===== src/rtl/dds_pkg.sv =====
// Shared types and constants for the dds_core direct digital synthesiser.
package dds_pkg;

    typedef enum logic [1:0] {
        MODE_SINE   = 2'd0,
        MODE_SQUARE = 2'd1,
        MODE_SAW    = 2'd2,
        MODE_TRI    = 2'd3
    } mode_t;

    // Galois LFSR, x^16+x^14+x^13+x^11+1, right-shifting form
    localparam logic [15:0] LFSR_SEED = 16'hACE1;
    localparam logic [15:0] LFSR_POLY = 16'hB400;

endpackage


===== src/rtl/dds_quarter_lut.sv =====
// Quarter-wave sine ROM with registered read; contents built at elaboration.
module dds_quarter_lut
    import dds_pkg::*;
#(
    parameter int PHASE_W = 10,
    parameter int DATA_W  = 10
) (
    input  logic                clock,
    input  logic                reset,
    input  logic [PHASE_W-3:0]  addr,
    output logic [DATA_W-2:0]   value
);

    localparam int DEPTH = 2 ** (PHASE_W - 2);

    // Half-sample offset keeps the four quadrants exactly mirror-symmetric
    function automatic int lut_val(input int unsigned i);
        real amp;
        real ang;
        amp = real'((2 ** (DATA_W - 1)) - 1);
        ang = 2.0 * 3.14159265358979323846 * (real'(i) + 0.5) / real'(2 ** PHASE_W);
        return $rtoi(amp * $sin(ang));
    endfunction

    logic [DATA_W-2:0] rom [DEPTH];

    for (genvar i = 0; i < DEPTH; i++) begin : g_rom
        localparam int VAL = lut_val(i);
        assign rom[i] = (DATA_W - 1)'(VAL);
    end

    always_ff @(posedge clock or posedge reset) begin
        if (reset) value <= '0;
        else       value <= rom[addr];
    end

endmodule


===== src/rtl/dds_core.sv =====
// Three-stage DDS: accumulator/offset, quarter-wave LUT, waveform mux.
// Optional phase dithering is enabled by defining PHASE_DITHER_EN.
module dds_core
    import dds_pkg::*;
#(
    parameter int ACC_W   = 24,
    parameter int PHASE_W = 10,
    parameter int DATA_W  = 10
) (
    input  logic               clock,
    input  logic               reset,
    input  logic               enable,
    input  logic               fcw_load,
    input  logic [ACC_W-1:0]   fcw,
    input  logic [PHASE_W-1:0] phase_offset,
    input  logic [1:0]         mode,
    output logic [PHASE_W-1:0] phase,
    output logic [DATA_W-1:0]  data,
    output logic               data_valid,
    output logic               wrap
);

    logic [ACC_W-1:0]   acc;
    logic [ACC_W-1:0]   fcw_reg;
    logic [ACC_W:0]     acc_sum;
    logic [PHASE_W-1:0] acc_trunc;

    assign acc_sum = {1'b0, acc} + {1'b0, fcw_reg};

`ifdef PHASE_DITHER_EN
    localparam int DITH_W = (ACC_W - PHASE_W < 16) ? ACC_W - PHASE_W : 16;
    logic [15:0]      lfsr;
    logic [ACC_W-1:0] dith;
    logic [ACC_W-1:0] dith_sum;

    always_comb begin
        dith = '0;
        for (int unsigned i = 0; i < int unsigned'(DITH_W); i++) dith[i] = lfsr[i];
    end

    assign dith_sum  = acc + dith;
    assign acc_trunc = dith_sum[ACC_W-1 -: PHASE_W];

    always_ff @(posedge clock or posedge reset) begin
        if (reset)       lfsr <= LFSR_SEED;
        else if (enable) lfsr <= {1'b0, lfsr[15:1]} ^ (lfsr[0] ? LFSR_POLY : 16'h0000);
    end
`else
    assign acc_trunc = acc[ACC_W-1 -: PHASE_W];
`endif

    logic [PHASE_W-1:0] p1, p2;
    mode_t              mode1, mode2;
    logic               v1, v2, wrap1, wrap2;
    logic [PHASE_W-3:0] lut_addr;
    logic [DATA_W-2:0]  lut_value;

    // S1: fcw register, accumulator, offset phase
    always_ff @(posedge clock or posedge reset) begin
        if (reset) begin
            fcw_reg <= '0;
            acc     <= '0;
            p1      <= '0;
            mode1   <= MODE_SINE;
            wrap1   <= 1'b0;
            v1      <= 1'b0;
        end else begin
            if (fcw_load) fcw_reg <= fcw;
            v1 <= enable;
            if (enable) begin
                acc   <= acc_sum[ACC_W-1:0];
                p1    <= acc_trunc + phase_offset;
                mode1 <= mode_t'(mode);
                wrap1 <= acc_sum[ACC_W];
            end
        end
    end

    assign lut_addr = p1[PHASE_W-2] ? ~p1[PHASE_W-3:0] : p1[PHASE_W-3:0];

    dds_quarter_lut #(
        .PHASE_W (PHASE_W),
        .DATA_W  (DATA_W)
    ) u_lut (
        .clock (clock),
        .reset (reset),
        .addr  (lut_addr),
        .value (lut_value)
    );

    // S2: forward the sample context alongside the registered LUT read
    always_ff @(posedge clock or posedge reset) begin
        if (reset) begin
            p2    <= '0;
            mode2 <= MODE_SINE;
            v2    <= 1'b0;
            wrap2 <= 1'b0;
        end else begin
            p2    <= p1;
            mode2 <= mode1;
            v2    <= v1;
            wrap2 <= wrap1;
        end
    end

    logic [PHASE_W-2:0] tri_t;
    logic [DATA_W-1:0]  sample;

    assign tri_t = p2[PHASE_W-1] ? ~p2[PHASE_W-2:0] : p2[PHASE_W-2:0];

    // Sine: upper half is M+lut, lower half is M-1-lut
    always_comb begin
        sample = '0;
        unique case (mode2)
            MODE_SINE:   sample = p2[PHASE_W-1] ? {1'b0, ~lut_value} : {1'b1, lut_value};
            MODE_SQUARE: sample = p2[PHASE_W-1] ? '0 : '1;
            MODE_SAW:    sample = DATA_W'(p2) << (DATA_W - PHASE_W);
            MODE_TRI:    sample = DATA_W'({tri_t, 1'b0}) << (DATA_W - PHASE_W);
        endcase
    end

    // S3: bubbles leave phase/data untouched
    always_ff @(posedge clock or posedge reset) begin
        if (reset) begin
            phase      <= '0;
            data       <= '0;
            data_valid <= 1'b0;
            wrap       <= 1'b0;
        end else begin
            data_valid <= v2;
            wrap       <= v2 & wrap2;
            if (v2) begin
                phase <= p2;
                data  <= sample;
            end
        end
    end

endmodule

===== config.mk =====
export PLATFORM = sky130hd
export DESIGN_NAME = dds_core
export DESIGN_NICKNAME = d
export VERILOG_FILES = /design/src/rtl/dds_pkg.sv /design/src/rtl/dds_quarter_lut.sv /design/src/rtl/dds_core.sv
export SDC_FILE = /design/constraint.sdc
export NUM_CORES = 1
export LEC_CHECK = 0
export ABC_AREA = 1
export CAP_MARGIN = 30
export CORE_MARGIN = 3
export CORE_UTILIZATION = 37
export DETAILED_ROUTE_END_ITERATION = 10
export HOLD_SLACK_MARGIN = 0.15
export SLEW_MARGIN = 20
export SYNTH_ARGS = -nofsm -noshare
export SYNTH_HDL_FRONTEND = slang
export SYNTH_SLANG_ARGS = --single-unit

===== constraint.sdc =====
create_clock -name clock -period 7.96 [get_ports clock]
set_input_delay 1.99 -clock clock [delete_from_list [all_inputs] [get_ports clock]]
set_output_delay 1.99 -clock clock [all_outputs]
set_load 0.005 [all_outputs]

### Word-level counts from Yosys, hierarchy flattened

Memories as Yosys holds them, arrays and structs flattened. A register that Yosys moved wholly into a read port is not among the register bits.
Index checks and enable logic that the tools add are counted.

* bits in read-only memories: 2304
* memories kept: 1
* input bits: 40
* logic and storage cells: 31
* output and inout port bits: 22
* register bits after elaboration: 98

Memories
* (name not given): depth 256, width 9, read ports 1, clocked after Yosys merged registers in 1, write ports 0, line dds_quarter_lut.sv:34 `else value <= rom[addr];`

* bitwise gates (word level): 5
* muxes and demuxes: 5
* add/subtract/negate cells: 2
* reduce and logical (&&, ||, !) cells: 1
* equal/unequal tests: 3

Operators by type and width (count)
* $pmux 10 s4: 1
* $add 24x24->25: 1
* $mux 10: 2
* $not 9->9: 2
* $add 10x10->10: 1
* $mux 9: 1
* $not 8->9: 1
* $mux 8: 1
* $not 8->8: 1
* $eq 2x2->1 const B: 2
* $eq 2x1->1 const B: 1
* $logic_not 2->1: 1
* $and 1x1->1: 1

### Longest topological paths before layout

Gate-level depths: netlist of the first run.

* depth in word-level cells: 3
* depth in mapped cells: 16
* depth with buffers taken out: 15

### Hierarchy

Synthesis of the first run repeated with hierarchy kept, for this count alone.

* cell total of the unflattened synthesis: 1212
* area total of the unflattened synthesis: 8231.6 um^2

By module, submodules not included
* dds_core: cells each 808, instances 1, sequential area each 2452.4 um^2, area each 6135.9 um^2
* dds_quarter_lut: cells each 404, instances 1, sequential area each 225.2 um^2, area each 2095.8 um^2

### Worst setup path before layout of the first run

OpenSTA, ideal clock, no wires.

* path kind: in2reg
* from: in phase_offset[0]
* to: reg p1[6]
* arrival time: 3.251 ns
* required time: 7.825 ns
* setup slack: 4.573 ns
* cell stages on the path: 9
* library setup time: 0.135 ns
* buffers on the path: 0
* path through: ha_1 > fa_1 > nand3_1 > nand3_1 > nand2_1 > nand2_1 > a21oi_1 > xor2_1 > o21ai_0

* longest elaborated chain between the ends: 1

Ends and longest elaborated chain
* start: declaration: line dds_core.sv:15 `input logic [PHASE_W-1:0] phase_offset,`
* $add 10x10->10: line dds_core.sv:72 `p1 <= acc_trunc + phase_offset;`
* end signal: assignment: line dds_core.sv:72
* end: declaration: line dds_core.sv:52 `logic [PHASE_W-1:0] p1, p2;`

Every way passes these cells.
A chain may end at the register's enable or synchronous reset.

### Worst setup path after layout of the first run

Ends and elaborated chain as after synthesis.

==> impl_metrics.env, run 1 <==
export IMPL_synth_area_top_cells="dfrtp_1, nand2_1, nand3_1"
export IMPL_dr_pass1_iters=7
export IMPL_start_kind="input port"
export IMPL_die_area_um2=23000
export IMPL_irDropWorstVdd_uv=212
export IMPL_multi_input_area_um2=4650
export IMPL_synth_compound_area_frac=0.118
export IMPL_synth_simple_area_share=0.335
export IMPL_layout_cells_non_filler=1424
export IMPL_cts_buffers=9
export IMPL_static_leakage_power_nw=4.36
export IMPL_cts_setup_buffers=0
export IMPL_hold_buffers=0
export IMPL_fmax_mhz=277
export IMPL_synth_cell_types=46
export IMPL_cp_slowest_cell="clkdlybuf4s50_1"
export IMPL_synth_top_cells_by_count="nand2_1, nand3_1, dfrtp_1"
export IMPL_slew_viol_final=0
export IMPL_seqCellArea_um2=2680
export IMPL_pwr_share_seq=0.210
export IMPL_critical_path_top_delay_family="adder cells"
export IMPL_io_buffer_count=61
export IMPL_syn_inst=1109
export IMPL_status="completed"
export IMPL_crit_buf_inv=1
export IMPL_clock_sink_count=107
export IMPL_gr_usage_all_layers=0.193
export IMPL_setup_worst_path_start="phase_offset[0]"
export IMPL_gp_congestion=0.934
export IMPL_setup_violations_final=0
export IMPL_final_setup_tns_ns=0
export IMPL_crit_end="p1[6]"
export IMPL_path_cells="clkdlybuf4s50_1, ha_1, fa_1, nand3_1, nand3_1, nand2_1, nand2_1, a21oi_1, xor2_1, o21ai_0"
export IMPL_synth_area_per_cell_um2=7.09
export IMPL_cp_arrival_ns=3.83
export IMPL_worst_hold_slack_ns=0.360
export IMPL_nFillCells=2207
export IMPL_grt_ovfl_total=0
export IMPL_p_per_area_nw_per_um2=496
export IMPL_grt_start_max_net_pins=57
export IMPL_comb_power_share=0.678
export IMPL_synth_edf_count=0
export IMPL_synth_adder_area_share=0.0767
export IMPL_io_pins=62
export IMPL_slowest_delay_ns=0.41
export IMPL_slew_headroom=0.493
export IMPL_ys_ff_latch=107
export IMPL_reg2reg_depth=12
export IMPL_core_um2=20600
export IMPL_yosysWarnings=0
export IMPL_drv_cap=0
export IMPL_worst_pin_slew_ns=0.760
export IMPL_die_h_um=152
export IMPL_synth_xor_area_share=0.0282
export IMPL_cts_buffer_depth=2
export IMPL_finalCritPeriodShare=0.454
export IMPL_clk_latency_ns=0.35
export IMPL_area_growth_pct=14.4
export IMPL_hold_viol=0
export IMPL_drcViolationCount=0
export IMPL_ff2ff_setup_slack_ns=4.97
export IMPL_row_count=52
export IMPL_die_w_um=152
export IMPL_async_reset_ff_frac=1.00
export IMPL_synth_top_area_frac=0.340
export IMPL_clock_skew_ns=0.00842
export IMPL_diodes=0
export IMPL_yosysMostFrequentCell="nand2_1"
export IMPL_placedCellCount=1410
export IMPL_hp_class="reg2reg"
export IMPL_viasPerCell=5.30
export IMPL_syn_nets=1196
export IMPL_num_vias=7552
export IMPL_crit_type="in2reg"
export IMPL_grt_pass1_vias=7172
export IMPL_synth_flop_cell="dfrtp_1"
export IMPL_cts_repair_resized=0
export IMPL_timing_rr_start="p1[8]"
export IMPL_detail_route_antenna_nets=0
export IMPL_period_minus_slack_ns=3.61
export IMPL_antenna_found_initial=0
export IMPL_htreeDepth=3
export IMPL_synth_top_cell_by_area="dfrtp_1"
export IMPL_clk_pin_slew_ns=0.07
export IMPL_clockPowerShare=0.112
export IMPL_drive_gt1_frac=0.0633
export IMPL_wirelength_mm=21.6
export IMPL_clockRootBuffer="clkbuf_16"
export IMPL_dpl_instance_area_um2=8670
export IMPL_netSwitchingPower_w=0.00237
export IMPL_r2r_end="u_lut.value[0]"
export IMPL_drt_initial_drc_count=614
export IMPL_final_cell_area_um2=9000
export IMPL_synthMuxAreaShare=0.0344
export IMPL_rsz0062_at_grt="false"
export IMPL_seq_area_frac_synth=0.340
export IMPL_synth_top_family_by_area="simple AND/OR/NAND/NOR gates"
export IMPL_cts_tree="done"
export IMPL_p_sw_frac=0.531
export IMPL_grt_pass1_wl_mm=36.0
export IMPL_cp_depth=10
export IMPL_required_ns=8.17
export IMPL_initial_core_util=0.382
export IMPL_wl_per_cell_um=15.1
export IMPL_dp_final_hpwl_mm=16.1
export IMPL_synth_area_um2=7860
export IMPL_p_int_w=0.00209
export IMPL_cp_end_kind="flip-flop"
export IMPL_critPathMaxFanout=3
export IMPL_nNetsFinal=1238
[cell families (layout without fill, tap and decap cells)]
kind of cell	count (synthesis)	after routing
AOI/OAI and AO/OA	172	172
xor gates and xnor gates	18	18
adders and majority gates	47	47
buffers and inverters	119	164
DFF	107	107
muxes	24	24
and+or+nand+nor	622	622
[routing by layer]
metal,vias to the layer above,global-route usage,part of all wire,wire [um]
li1,3751,-,-,-
met1,3480,0.274,0.47,10100
met2,290,0.309,0.45,9730
met3,31,0.0294,0.062,1330
met4,0,0.0526,0.017,357
met5,-,0,0,0
[cell type report]
| type | count | area share |
|---|---|---|
| Inverter | 83 | 0.0355 |
| Timing Repair Buffer | 67 | 0.0759 |
| Sequential cell | 107 | 0.298 |
| Multi-Input combinational cell | 883 | 0.517 |
| Tap cell | 270 | 0.0375 |
| Clock inverter | 4 | 0.0110 |
| Clock buffer | 10 | 0.0254 |
[how the worst min path moves through the flow]
stage / start / to / slack, ns / cells past startpoint
after global placement: v1 / v2 / 0.33 / 0
final: v1 / v2 / 0.36 / 0
after CTS: v1 / v2 / 0.36 / 0
after global routing: v1 / v2 / 0.39 / 0
after floorplan: v1 / v2 / 0.33 / 0
after detailed placement: v1 / v2 / 0.34 / 0
[placed cells by master, fill, tap and decap left out, drive strengths merged]
| master | n |
|---|---|
| nand2 | 397 |
| nand3 | 113 |
| dfrtp | 107 |
| inv | 83 |
| o21ai | 75 |
| nor2 | 71 |
| a21oi | 65 |
| clkdlybuf4s50 | 61 |
| ha | 45 |
| mux2 | 24 |
| nand4 | 14 |
| xnor2 | 12 |
| o211ai | 11 |
| a31oi | 10 |
| nor3 | 10 |
| clkbuf | 10 |
| or2 | 9 |
| xor2 | 6 |
| buf | 6 |
| nand3b | 4 |
| bufinv | 3 |
| and2 | 3 |
| o22ai | 2 |
| a21boi | 2 |
| o31ai | 2 |
| fa | 2 |
| a41oi | 1 |
| a22oi | 1 |
| nor4 | 1 |
| a211oi | 1 |
| o21bai | 1 |
| o21a | 1 |
| clkinv | 1 |
[through the flow]
stage	worst slack (ns)	util	total power [W]
6_report	4.35	0.438	0.00446
5_1_grt	4.24	0.438	0.00489
3_3_place_gp	4.00	0.420	0.00389
2_1_floorplan	3.15	-	0.00316
3_5_place_dp	3.99	0.422	0.00391
4_1_cts	4.36	0.438	0.00443
[power groups by stage]
stage	combinational, W	clock, W	sequential (W)
after CTS	0.00298	0.000513	0.000940
after global placement	0.00293	0	0.000960
after floorplan	0.00228	0	0.000873
after detailed placement	0.00296	0	0.000949
final	0.00302	0.000499	0.000939
after global routing	0.00339	0.000540	0.000964
Power figures use the tool's default switching activity.
==> run 2: changes to the inputs <==
Clock period 7.96 ns to 3.03 ns, I/O delays scaled along.
==> run 2 against run 1 <==
  * Register-to-register slack got worse by 4.4 ns
  * Global-route usage rose by 0.40 points
  * Combinational power rose to 2.7 times the previous value
  * Critical endpoint is now u_lut.value[2]
  * Worst setup slack got worse by 3.8 ns
  * First-iteration DRC count rose by 5.9%
  * Sequential share of layout area fell by 0.10 points
  * Wire length rose by 1.4%
==> impl_metrics.env, run 2 (same netlist as run 1, synthesis figures left out) <==
export IMPL_drive_gt1_frac=0.0712
export IMPL_hold_buffers=0
export IMPL_drv_cap=0
export IMPL_detail_route_antenna_nets=0
export IMPL_setup_violations_final=0
export IMPL_grt_pass1_vias=7145
export IMPL_static_leakage_power_nw=4.38
export IMPL_dp_final_hpwl_mm=16.6
export IMPL_core_um2=20600
export IMPL_crit_type="reg2reg"
export IMPL_start_kind="flip-flop"
export IMPL_gr_usage_all_layers=0.197
export IMPL_dr_pass1_iters=8
export IMPL_most_common_layout_cells="nand2_1, nand3_1, dfrtp_1, inv_1, o21ai_0"
export IMPL_irDropWorstVdd_uv=630
export IMPL_clk_pin_slew_ns=0.07
export IMPL_grt_ovfl_total=0
export IMPL_cts_tree="done"
export IMPL_mostFrequentLayoutCell="nand2_1"
export IMPL_drt_initial_drc_count=650
export IMPL_cts_repair_resized=0
export IMPL_clock_skew_ns=0.00643
export IMPL_ff2ff_setup_slack_ns=0.58
export IMPL_slew_viol_final=0
export IMPL_gp_congestion=0.929
export IMPL_fmax_mhz=408
export IMPL_drcViolationCount=0
export IMPL_htreeDepth=3
export IMPL_power_total_w=0.0117
export IMPL_cp_arrival_ns=2.67
export IMPL_diodes=0
export IMPL_wl_per_cell_um=15.2
export IMPL_cts_buffers=9
export IMPL_cts_buffer_depth=2
export IMPL_p_per_area_nw_per_um2=1300
export IMPL_hold_viol=0
export IMPL_viasPerCell=5.28
export IMPL_clk_latency_ns=0.35
export IMPL_initial_core_util=0.382
export IMPL_cp_end_kind="flip-flop"
export IMPL_rsz0062_at_grt="false"
export IMPL_required_ns=3.25
export IMPL_row_count=52
export IMPL_io_pins=62
export IMPL_num_vias=7574
export IMPL_antenna_found_initial=0
export IMPL_io_buffer_count=61
export IMPL_area_growth_pct=14.8
export IMPL_grt_start_max_net_pins=108
export IMPL_status="completed"
export IMPL_cts_setup_buffers=0
export IMPL_nNetsFinal=1247
export IMPL_wirelength_mm=21.9
export IMPL_slew_headroom=0.563
export IMPL_hp_class="reg2reg"
export IMPL_finalCritPeriodShare=0.810
export IMPL_worst_pin_slew_ns=0.652
export IMPL_period_minus_slack_ns=2.45
export IMPL_final_setup_tns_ns=0
export IMPL_clock_sink_count=107
export IMPL_die_h_um=152
export IMPL_critPathMaxFanout=19
export IMPL_die_area_um2=23000
export IMPL_clockRootBuffer="clkbuf_16"
export IMPL_die_w_um=152
export IMPL_grt_pass1_wl_mm=36.6
==> run 2: per-stage QoR <==
| step | setup WS (ns) | area, um2 | utilization | instances | hold WS, ns |
|---|---|---|---|---|---|
| global placement | 0.300 | 8720 | 0.424 | 1419 | 0.332 |
| CTS | 0.608 | 9030 | 0.439 | 1435 | 0.371 |
| floorplan | 0.835 | 7870 | - | 1109 | 0.331 |
| finish | 0.577 | 9030 | 0.439 | 1435 | 0.364 |
| detailed placement | 0.259 | 8720 | 0.424 | 1419 | 0.356 |
| global route | 0.294 | 9030 | 0.439 | 1435 | 0.378 |
==> run 2: path summary, 6_finish.rpt <==
check / start / to / depth (start not counted)
min in group asynchronous: reset / data_valid / 3
min: v1 / v2 / 0
max in group asynchronous: reset / p1[6] / 3
max reg2reg: p1[8] / u_lut.value[2] / 11
min reg2reg: v1 / v2 / 0
max: p1[8] / u_lut.value[2] / 11
==> run 2: cell type report <==
class / instances / area (um2)
repair buffers: 76 / 736
well taps: 270 / 338
clock buffers: 12 / 246
fillers: 2133 / 11500
multi-input cells: 883 / 4650
clock inverters: 4 / 58.8
flip-flops and latches: 107 / 2680
inverters: 83 / 320
==> run 2: layer usage <==
metal | share of wire | track usage
met3 | 0.063 | 0.0354
met4 | 0.012 | 0.0440
met2 | 0.45 | 0.314
met5 | 0 | 0
met1 | 0.47 | 0.282
==> run 2: worst max-delay path: stages (launching register included) <==
cell and delay, ns:
dfrtp_1 0.63, nand2_1 0.19, nand2_2 0.38, nand2_1 0.31
nand2_1 0.15, inv_1 0.11, nand2_1 0.11, nand3_1 0.11
nand2_1 0.08, nand3_1 0.07, nand2_1 0.09, nand2_1 0.09
==> run 2: report_power, final <==
| group | internal, W | leakage [nW] | switching (W) |
|---|---|---|---|
| clock network | 0.000674 | 0.149 | 0.000532 |
| logic | 0.00281 | 2.95 | 0.00526 |
| registers | 0.00197 | 1.28 | 0.000498 |
